File: src/rtl/booth_multiplier_seq_if.sv
// Handshake and result bundle for the sequential Booth multiplier.
// The master drives the request side; the slave (the multiplier) returns status and result.
interface booth_multiplier_seq_if #(
  parameter int WIDTH = 8
);
  logic                   start;
  logic                   signed_mode;
  logic [WIDTH-1:0]       multiplicand;
  logic [WIDTH-1:0]       multiplier;
  logic                   busy;
  logic                   done;
  logic [2*WIDTH-1:0]     product;
  logic                   negative;

  modport master (
    output start, signed_mode, multiplicand, multiplier,
    input  busy, done, product, negative
  );

  modport slave (
    input  start, signed_mode, multiplicand, multiplier,
    output busy, done, product, negative
  );
endinterface

File: src/rtl/booth_multiplier_seq.sv
// Sequential radix-2 Booth multiplier: one add/sub + arithmetic shift per cycle over WIDTH+1
// iterations, signed or unsigned operands, start/done handshake and a registered product.
module booth_multiplier_seq #(
  parameter int WIDTH = 8
) (
  input  logic                  clk,
  input  logic                  rst,
  booth_multiplier_seq_if.slave bus
);
  localparam int OW    = WIDTH + 1;
  localparam int AW    = WIDTH + 2;
  localparam int CNT_W = $clog2(WIDTH + 2);

  typedef enum logic [1:0] {
    IDLE = 2'd0,
    RUN  = 2'd1,
    DONE = 2'd2
  } state_t;

  state_t             state_q, state_d;
  logic [OW-1:0]      m_q, m_d;
  logic [OW-1:0]      q_q, q_d;
  logic [AW-1:0]      a_q, a_d;
  logic               q_prev_q, q_prev_d;
  logic [CNT_W-1:0]   cnt_q, cnt_d;
  logic               signed_q, signed_d;
  logic [2*WIDTH-1:0] product_q, product_d;
  logic               negative_q, negative_d;

  logic [OW-1:0]      m_ext;
  logic [OW-1:0]      q_ext;
  logic [AW-1:0]      m_wide;
  logic [AW-1:0]      a_sum;
  logic [AW+OW:0]     shifted;
  logic               accept;

  // Extending to WIDTH+1 bits lets one signed datapath serve unsigned operands too.
  assign m_ext  = {bus.signed_mode & bus.multiplicand[WIDTH-1], bus.multiplicand};
  assign q_ext  = {bus.signed_mode & bus.multiplier[WIDTH-1], bus.multiplier};
  assign m_wide = {m_q[OW-1], m_q};
  assign accept = bus.start && (state_q == IDLE || state_q == DONE);

  always_comb begin
    a_sum = a_q;
    case ({q_q[0], q_prev_q})
      2'b01:   a_sum = a_q + m_wide;
      2'b10:   a_sum = a_q - m_wide;
      default: a_sum = a_q;
    endcase
  end

  // {A, Q, q_prev} shifted right with A's sign replicated; q_prev falls off the bottom.
  assign shifted = {a_sum[AW-1], a_sum, q_q};

  always_comb begin
    state_d    = state_q;
    m_d        = m_q;
    q_d        = q_q;
    a_d        = a_q;
    q_prev_d   = q_prev_q;
    cnt_d      = cnt_q;
    signed_d   = signed_q;
    product_d  = product_q;
    negative_d = negative_q;

    case (state_q)
      IDLE, DONE: begin
        state_d = IDLE;
        if (accept) begin
          state_d  = RUN;
          m_d      = m_ext;
          q_d      = q_ext;
          a_d      = '0;
          q_prev_d = 1'b0;
          cnt_d    = CNT_W'(WIDTH + 1);
          signed_d = bus.signed_mode;
        end
      end
      RUN: begin
        a_d      = shifted[AW+OW:OW+1];
        q_d      = shifted[OW:1];
        q_prev_d = shifted[0];
        cnt_d    = cnt_q - CNT_W'(1);
        if (cnt_q == CNT_W'(1)) begin
          state_d    = DONE;
          product_d  = shifted[2*WIDTH:1];
          negative_d = signed_q & shifted[2*WIDTH];
        end
      end
      default: state_d = IDLE;
    endcase
  end

  always_ff @(posedge clk) begin
    if (rst) begin
      state_q    <= IDLE;
      m_q        <= '0;
      q_q        <= '0;
      a_q        <= '0;
      q_prev_q   <= 1'b0;
      cnt_q      <= '0;
      signed_q   <= 1'b0;
      product_q  <= '0;
      negative_q <= 1'b0;
    end else begin
      state_q    <= state_d;
      m_q        <= m_d;
      q_q        <= q_d;
      a_q        <= a_d;
      q_prev_q   <= q_prev_d;
      cnt_q      <= cnt_d;
      signed_q   <= signed_d;
      product_q  <= product_d;
      negative_q <= negative_d;
    end
  end

  assign bus.busy     = (state_q == RUN);
  assign bus.done     = (state_q == DONE);
  assign bus.product  = product_q;
  assign bus.negative = negative_q;
endmodule

File: src/flat_wrapper.sv
// flat-port wrapper written by rule: the top's interface ports become plain ports
module booth_multiplier_seq_flat 
#(
  parameter int WIDTH = 8
)
  (clk, rst, bus_start, bus_signed_mode, bus_multiplicand, bus_multiplier, bus_busy, bus_done, bus_product, bus_negative);
  booth_multiplier_seq_if #(.WIDTH(WIDTH)) bus_i ();
  input  logic clk;
  input  logic rst;
  input wire logic [$bits(bus_i.start)-1:0] bus_start;
  input wire logic [$bits(bus_i.signed_mode)-1:0] bus_signed_mode;
  input wire logic [$bits(bus_i.multiplicand)-1:0] bus_multiplicand;
  input wire logic [$bits(bus_i.multiplier)-1:0] bus_multiplier;
  output wire logic [$bits(bus_i.busy)-1:0] bus_busy;
  output wire logic [$bits(bus_i.done)-1:0] bus_done;
  output wire logic [$bits(bus_i.product)-1:0] bus_product;
  output wire logic [$bits(bus_i.negative)-1:0] bus_negative;
  assign bus_i.start = bus_start;
  assign bus_i.signed_mode = bus_signed_mode;
  assign bus_i.multiplicand = bus_multiplicand;
  assign bus_i.multiplier = bus_multiplier;
  assign bus_busy = bus_i.busy;
  assign bus_done = bus_i.done;
  assign bus_product = bus_i.product;
  assign bus_negative = bus_i.negative;
  booth_multiplier_seq #(.WIDTH(WIDTH)) u_core (.clk(clk), .rst(rst), .bus(bus_i));
endmodule
File: config.mk
export PLATFORM = sky130hd
export DESIGN_NAME = booth_multiplier_seq_flat
export DESIGN_NICKNAME = d
export VERILOG_FILES = /design/src/rtl/booth_multiplier_seq_if.sv /design/src/rtl/booth_multiplier_seq.sv /design/src/flat_wrapper.sv
export SDC_FILE = /design/constraint.sdc
export NUM_CORES = 1
export LEC_CHECK = 0
export CORE_MARGIN = 2
export CORE_UTILIZATION = 50
export DETAILED_ROUTE_END_ITERATION = 10
export PLACE_DENSITY = 0.73
export SYNTH_ARGS = -nofsm -noshare
export SYNTH_HDL_FRONTEND = slang
export SYNTH_SLANG_ARGS = --single-unit
File: constraint.sdc
create_clock -name clk -period 8.4 [get_ports clk]
set_input_delay 1.68 -clock clk [delete_from_list [all_inputs] [get_ports clk]]
set_output_delay 1.68 -clock clk [all_outputs]
set_load 0.01 [all_outputs]
==> metrics.cfg, run 1 <==
[synthesis]
syn_area_per_cell_um2 = 7.83
yosysTopAreaCellShare_pct = 39.2
synth_cell_types = 44
netlist_area_um2 = 2650
ys.flop_type = dfxtp_1
synth_top_cell_by_area = dfxtp_1
yosysSeqAreaShare_pct = 39.2
syn-num-nets = 373
postSynth.asyncResetShare_pct = 0
synth_area_leaders = dfxtp_1 (39%), nand2_1 (9.6%), a21oi_1 (8.3%)
ys_warn_count = 0
syn-instance-count = 339
synth.ff_latch_count = 52
synth_edf_count = 0

[power]
peakVddDrop_mv = 0.105
p_leak_nw = 1.18
total_power_mw = 0.562
power.density_nw_per_um2 = 179

[clock_tree]
cts_tree = yes
cts_root_buf = clkbuf_8
clockBufferDepth = 2
clk_pin_slew_ns = 0.09
numCtsBuffers = 5
ctsHtreeMaxLevel = 2
insertion_delay_ns = 0.31
cts_num_sinks = 52
cts_setup_buffers = 0
ctsHoldBuffers = 0
ctsResizeCount = 0

[placement]
placed_area_um2 = 3050
dpl_worst_slack_ns = 4.76
gp_congestion = 0.800
portBuffers = 38
hpwl_mm = 4.17
placed_cells = 429

[global_routing]
gr-usage-met3_pct = 4.00
use_met2_pct = 36.0
grt_pass1_wl_mm = 10.3
busiest_layer = met2
grt_usage_pct = 21.4
grt_overflow = 0
grt_pass1_vias = 2215
antenna_found_initial = 0
grt_max_degree = 54
met1_usage_pct = 27.9

[timing]
worstMarginPinSlew_ns = 1.03
timing.fmax_ghz = 0.253
min_period_over_period_pct = 47.1
min_period_ns = 3.96
slew_headroom_pct = 30.8
rsz0062_at_grt = no
holdWs_ns = 0.460
hold_violations = 0
setup_viol = 0
setup_tns_ns = 0
setup_slack_ns = 4.44
drv_slew = 0
finClkSkew_ns = 0.00896

[setup_path]
worstPathArrival_ns = 2.28
worst_setup_path_start_kind = register
crit_type = reg -> out
path_max_fanout = 23
end_kind = output pin
crit_required_ns = 6.72

[run]
drv_cap = 0

[routing]
drt_wl_total_mm = 5.79
drc = 0
via_per_inst = 5.34
vias = 2335
drt-wirelength-per-cell_um = 13.3
dr.pass1.iters = 4
drtIter0Drc = 147
ant_nets = 0

[hold_path]
hold_path_class = reg -> reg

[final_layout]
area_growth_pct = 18.3
final_util_pct = 61.5
nFillCells = 486
antenna_cells = 0
stdcell_count = 437
fin_nets = 400
drive_gt1_share_pct = 4.63
fin_area_um2 = 3140

[die]
die_h_um = 76.9
ios = 39
core_area_um2 = 5110
die_x_um = 76.9
die_area_um2 = 5910
start_util_pct = 52.0
rows = 26

[status]
outcome = completed

[routing by layer]
layer | up-vias | part of all wire [%]
li1 | 1216 | -
met1 | 1073 | 47
met2 | 42 | 48
met3 | 4 | 3.8
met4 | 0 | 0.88
met5 | - | 0
[kinds of logic after synthesis]
group	count (synthesis)	share of synthesized area [%]
AND/OR/NAND/NOR	133	21.5
buffers and inverters	33	4.81
XOR/XNOR	9	2.97
flip-flops	52	39.2
multiplexers	8	3.11
AO/OA/AOI/OAI	90	21.5
adder cells (fa/ha/maj)	14	6.88
[critical path: stages (launching register included)]
cell and delay (ns):
dfxtp_1 0.31, nand2b_1 0.34, inv_1 0.65, clkdlybuf4s50_1 0.67
[cells in the final DEF (no fill, tap or decap), types with 5 or more instances in the layout]
cell type and n:
inv_1 14, nor2_1 33, nand3_1 7, clkdlybuf4s50_1 37, xnor2_1 7, a21oi_1 44, nand2_1 68, ha_1 13
mux2i_1 6, nor3_1 9, dfxtp_1 52, a22oi_1 13, clkbuf_8 5
[cell type report]
cell class | count | area [um2] | area share (%)
Tap cell | 70 | 87.6 | 2.79
Clock buffer | 5 | 68.8 | 2.19
Multi-Input combinational cell | 254 | 1490 | 47.3
Timing Repair Buffer | 39 | 383 | 12.2
Inverter | 14 | 52.6 | 1.67
Sequential cell | 52 | 1040 | 33.1
Clock inverter | 3 | 22.5 | 0.717
[cell usage after synthesis, drive strengths merged (6+ instances only)]
| library cell | instances |
|---|---|
| clkbuf | 16 |
| a21oi | 46 |
| nor3 | 9 |
| nand2 | 68 |
| ha | 13 |
| xnor2 | 7 |
| nand3 | 7 |
| a22oi | 13 |
| inv | 14 |
| nor2 | 34 |
| dfxtp | 52 |
| mux2i | 6 |
[path summary, 6_finish.rpt]
| path | cells past startpoint | endpoint | from | slack (ns) |
|---|---|---|---|---|
| hold / removal | 2 | u_core.bus.product[2] | u_core.bus.product[2] | 0.46 |
| hold reg to reg | 2 | u_core.bus.product[2] | u_core.bus.product[2] | 0.46 |
| setup / recovery | 3 | bus_busy | u_core.state_q[1] | 4.44 |
| setup reg to reg | 10 | u_core.a_q[8] | u_core.q_q[0] | 5.46 |
[where the power goes]
group	internal [mW]	leakage, nW	switching, mW
registers	0.259	0.424	0.0111
logic	0.0637	0.704	0.0826
clock network	0.0599	0.0485	0.0862
total	0.383	1.18	0.180
[flip-flops by register name, indices dropped and copies added (netlist names), 2 cells and up]
register            flops
u_core.bus.product     16
u_core.a_q              9
u_core.m_q              9
u_core.q_q              9
u_core.cnt_q            4
u_core.state_q          2
Power figures use the tool's default switching activity.
==> run 2, diff against run 1 <==
- CORE_UTILIZATION: 50 -> 49
- PLACE_DENSITY: 0.73 -> 0.75
- clock period: 8.4 -> 3.6 ns (I/O delays scaled with it)
==> metrics.cfg, run 2 (synthesis results as in run 1) <==
[routing]
drt-wirelength-per-cell_um = 13.6
via_per_inst = 5.43
ant_nets = 0
drtIter0Drc = 116
drt_wl_total_mm = 6.01
drc = 0
vias = 2393
dr.pass1.iters = 4

[die]
core_area_um2 = 5170
die_area_um2 = 6020
start_util_pct = 51.3
ios = 39
rows = 26
die_h_um = 77.6
die_x_um = 77.6

[final_layout]
drive_gt1_share_pct = 5.66
antenna_cells = 0
largest_reg_flops = 16
area_growth_pct = 19.5
layout_common_cells = nand2_1 (68), dfxtp_1 (52), a21oi_1 (44)
fin_nets = 404
layout_commonest_cell = nand2_1

[timing]
min_period_over_period_pct = 78.0
hold_violations = 0
worstMarginPinSlew_ns = 0.778
timing.fmax_ghz = 0.356
slew_headroom_pct = 48.1
setup_viol = 0
holdWs_ns = 0.457
min_period_ns = 2.81
finClkSkew_ns = 0.00458
drv_slew = 0
setup_tns_ns = 0
rsz0062_at_grt = no

[setup_path]
path_max_fanout = 13
end_kind = output pin
crit_type = reg -> out
cp_slowest_cell = clkdlybuf4s50_1
critPathBufInv = 2
cp_cell_sequence = nand2b_1 -> inv_1 -> clkdlybuf4s50_1
worstPathArrival_ns = 2.09
worst_setup_path_start_kind = register
cp_slowest_stage_delay_ns = 0.63
crit_required_ns = 2.88
crit_family = buffers and inverters

[clock_tree]
clk_pin_slew_ns = 0.09
ctsHtreeMaxLevel = 2
cts_root_buf = clkbuf_8
clockBufferDepth = 2
cts_num_sinks = 52
cts_tree = yes
ctsHoldBuffers = 0
numCtsBuffers = 5
ctsResizeCount = 0
cts_setup_buffers = 0
insertion_delay_ns = 0.32

[global_routing]
antenna_found_initial = 0
grt_usage_pct = 20.9
grt_pass1_wl_mm = 10.2
grt_pass1_vias = 2180
grt_max_degree = 38
grt_overflow = 0

[placement]
portBuffers = 38
gp_congestion = 0.825
hpwl_mm = 4.40

[power]
p_switching_mw = 0.434
power_frac_comb_pct = 26.6
p_int_mw = 0.897
peakVddDrop_mv = 0.229
pwr-share-seq_pct = 47.3
p_leak_nw = 1.20
power.density_nw_per_um2 = 420
p_sw_share_pct = 32.6
clkPwrFrac_pct = 26.1

[hold_path]
hold_path_class = reg -> reg

[status]
outcome = completed

[run]
drv_cap = 0

run 2: changes by cell type in the layout (fill, tap and decap cells not counted), sizes merged:
cell / change
buf: +4
run 2: power groups by stage:
stage | Combinational [mW] | Clock (mW) | Sequential [mW]
after floorplan | 0.263 | 0 | 0.638
after global placement | 0.345 | 0 | 0.641
after detailed placement | 0.353 | 0 | 0.643
after CTS | 0.354 | 0.355 | 0.629
after global routing | 0.395 | 0.379 | 0.635
final | 0.354 | 0.347 | 0.630
run 2: area by class of cell:
cell class              instances  area (um2)
clock buffers                   5        68.8
inverters                      14        52.6
fillers                       464        2000
multi-input cells             254        1490
well taps                      70        87.6
flip-flops and latches         52        1040
clock inverters                 3        22.5
repair buffers                 43         413
run 2: routing by layer:
layer	wire [um]	share of wire (%)	up-vias	track usage, %
li1	-	-	1234	-
met3	230	3.8	7	4.30
met1	2820	47	1115	27.1
met2	2890	48	37	35.2
met4	65	1.1	0	5.89
met5	0	0	-	0
run 2: final timing paths:
check	startpoint	endpoint	slack [ns]	cells past startpoint
hold reg to reg	u_core.bus.product[3]	u_core.bus.product[3]	0.46	2
hold / removal	u_core.bus.product[3]	u_core.bus.product[3]	0.46	2
setup reg to reg	u_core.q_prev_q	u_core.a_q[8]	0.80	11
setup / recovery	u_core.state_q[1]	bus_busy	0.79	3
run 2: stage by stage:
step	cell area, um2	total power [mW]	utilization [%]	worst slack, ns	std cells
detailed placement	3080	0.995	59.5	0.845	433
CTS	3170	1.34	61.3	0.789	441
global placement	3080	0.986	59.5	0.896	433
finish	3170	1.33	61.3	0.792	441
global route	3170	1.41	61.3	0.608	441
floorplan	2650	0.901	-	0.903	339
run 2: worst register-to-register path, cell delays in order, from the launching register on:
cell and delay, ns:
dfxtp_1 0.33, inv_1 0.05, ha_1 0.34, mux2_2 0.41, inv_1 0.06, ha_1 0.21, nor2b_4 0.13, o2111ai_1 0.29
a21oi_2 0.12, o22ai_2 0.18, mux2i_1 0.23, mux2_1 0.34
==> run 3, diff against run 2 <==
- clock period: 3.6 -> 2.4 ns (I/O delays scaled with it)
==> metrics.cfg, run 3 (synthesis results as in run 1) <==
[routing]
ant_nets = 0
dr.pass1.iters = 4
drt_wl_total_mm = 6.39
vias = 2512
drc = 0
drtIter0Drc = 162
via_per_inst = 5.39
drt-wirelength-per-cell_um = 13.7

[run]
drv_cap = 0

[power]
clkPwrFrac_pct = 23.8
p_switching_mw = 0.694
p_int_mw = 1.45
peakVddDrop_mv = 0.392
p_leak_nw = 1.34
pwr-share-seq_pct = 44.1
power.density_nw_per_um2 = 616
p_sw_share_pct = 32.4
power_frac_comb_pct = 32.1

[timing]
min_period_over_period_pct = 100
worstMarginPinSlew_ns = 0.719
setup_tns_ns = 0
hold_violations = 0
setup_slack_ns = 0.000359
drv_slew = 0
slew_headroom_pct = 52.0
min_period_ns = 2.40
rsz0062_at_grt = yes
finClkSkew_ns = 0.00968
setup_viol = 0
timing.fmax_ghz = 0.417

[clock_tree]
clk_pin_slew_ns = 0.10
ctsHtreeMaxLevel = 2
numCtsBuffers = 5
cts_root_buf = clkbuf_8
cts_tree = yes
ctsHoldBuffers = 0
cts_num_sinks = 52
insertion_delay_ns = 0.31
clockBufferDepth = 2

[setup_path]
crit_required_ns = 2.60
end_kind = register
rr_worst_depth = 11
rr_endpoint = u_core.a_q[8]
rrSetupSlack_ns = 0.0004
crit_type = reg -> reg
path_max_fanout = 3
r2r_start = u_core.m_q[0]
worstPathArrival_ns = 2.60
worst_setup_path_start_kind = register

[final_layout]
drive_gt1_share_pct = 16.4
antenna_cells = 0
fin_nets = 429
area_growth_pct = 30.7
largest_reg_flops = 16
layout_common_cells = nand2_1 (68), dfxtp_1 (49), a21oi_1 (43)
layout_commonest_cell = nand2_1
nFillCells = 423
final_util_pct = 67.1

[placement]
gp_congestion = 0.834
portBuffers = 38
dpl_worst_slack_ns = -0.0886
hpwl_mm = 4.52

[global_routing]
grt_max_degree = 40
grt_usage_pct = 22.0
grt_pass1_vias = 2378
grt_pass1_wl_mm = 10.7
grt_overflow = 0
antenna_found_initial = 0

[die]
die_x_um = 77.6
ios = 39
die_area_um2 = 6020
rows = 26
start_util_pct = 51.3
core_area_um2 = 5170
die_h_um = 77.6

[hold_path]
hold_end = u_core.bus.product[9]
worstHoldPathCells = 2
min-delay-start = u_core.bus.product[9]
hold_path_class = reg -> reg

[status]
outcome = completed

-- run 3: worst max-delay path by stage --
stage,to,start
6_report,u_core.a_q[8],u_core.m_q[0]
2_1_floorplan,u_core.a_q[8],u_core.q_prev_q
5_1_grt,u_core.a_q[6],u_core.m_q[0]
3_5_place_dp,u_core.a_q[8],u_core.m_q[1]
4_1_cts,u_core.a_q[8],u_core.m_q[1]
3_3_place_gp,u_core.a_q[8],u_core.m_q[0]
-- run 3: metal layers --
metal	track usage [%]	part of all wire, %
met5	0	0
met4	7.68	1.7
met3	4.53	4.4
met2	37.3	51
met1	27.5	43
-- run 3: power groups by stage --
stage / registers, mW / logic, mW / clock network [mW]
6_report: 0.943 / 0.686 / 0.509
4_1_cts: 0.943 / 0.647 / 0.517
2_1_floorplan: 0.957 / 0.407 / 0
3_3_place_gp: 0.960 / 0.599 / 0
3_5_place_dp: 0.961 / 0.613 / 0
5_1_grt: 0.950 / 0.754 / 0.565
-- run 3: area by class of cell --
cell class	instances	area [um2]	area share (%)
multi-input cells	254	1590	45.9
well taps	70	87.6	2.52
repair buffers	68	604	17.4
clock inverters	2	16.3	0.469
clock buffers	6	72.6	2.09
inverters	14	52.6	1.51
flip-flops and latches	52	1040	30.1
-- run 3: timing repair --
| action | 4_1_cts | 5_1_grt |
|---|---|---|
| pin swaps | 10 | 8 |
| resized for setup | 9 | 8 |
| buffers inserted | 2 | 1 |
| endpoints found under the setup margin | 4 | 11 |
-- run 3: worst max-delay path: stages, from the launching register on --
cell and delay [ns]:
dfxtp_2 0.34, inv_1 0.08, ha_4 0.19, mux2_4 0.28
inv_2 0.07, ha_4 0.18, nor2b_4 0.13, o2111ai_4 0.21
a21oi_2 0.10, o22ai_2 0.16, mux2i_1 0.21, mux2_1 0.33
-- run 3: stage by stage --
stage               power [mW]  hold WS, ns  cell area, um2  instances
finish                    2.14        0.456            3470        466
global route              2.27        0.487            3470        466
CTS                       2.11        0.459            3430        465
detailed placement        1.57        0.446            3270        455
global placement          1.56        0.441            3270        455
floorplan                 1.36        0.444            2690        339
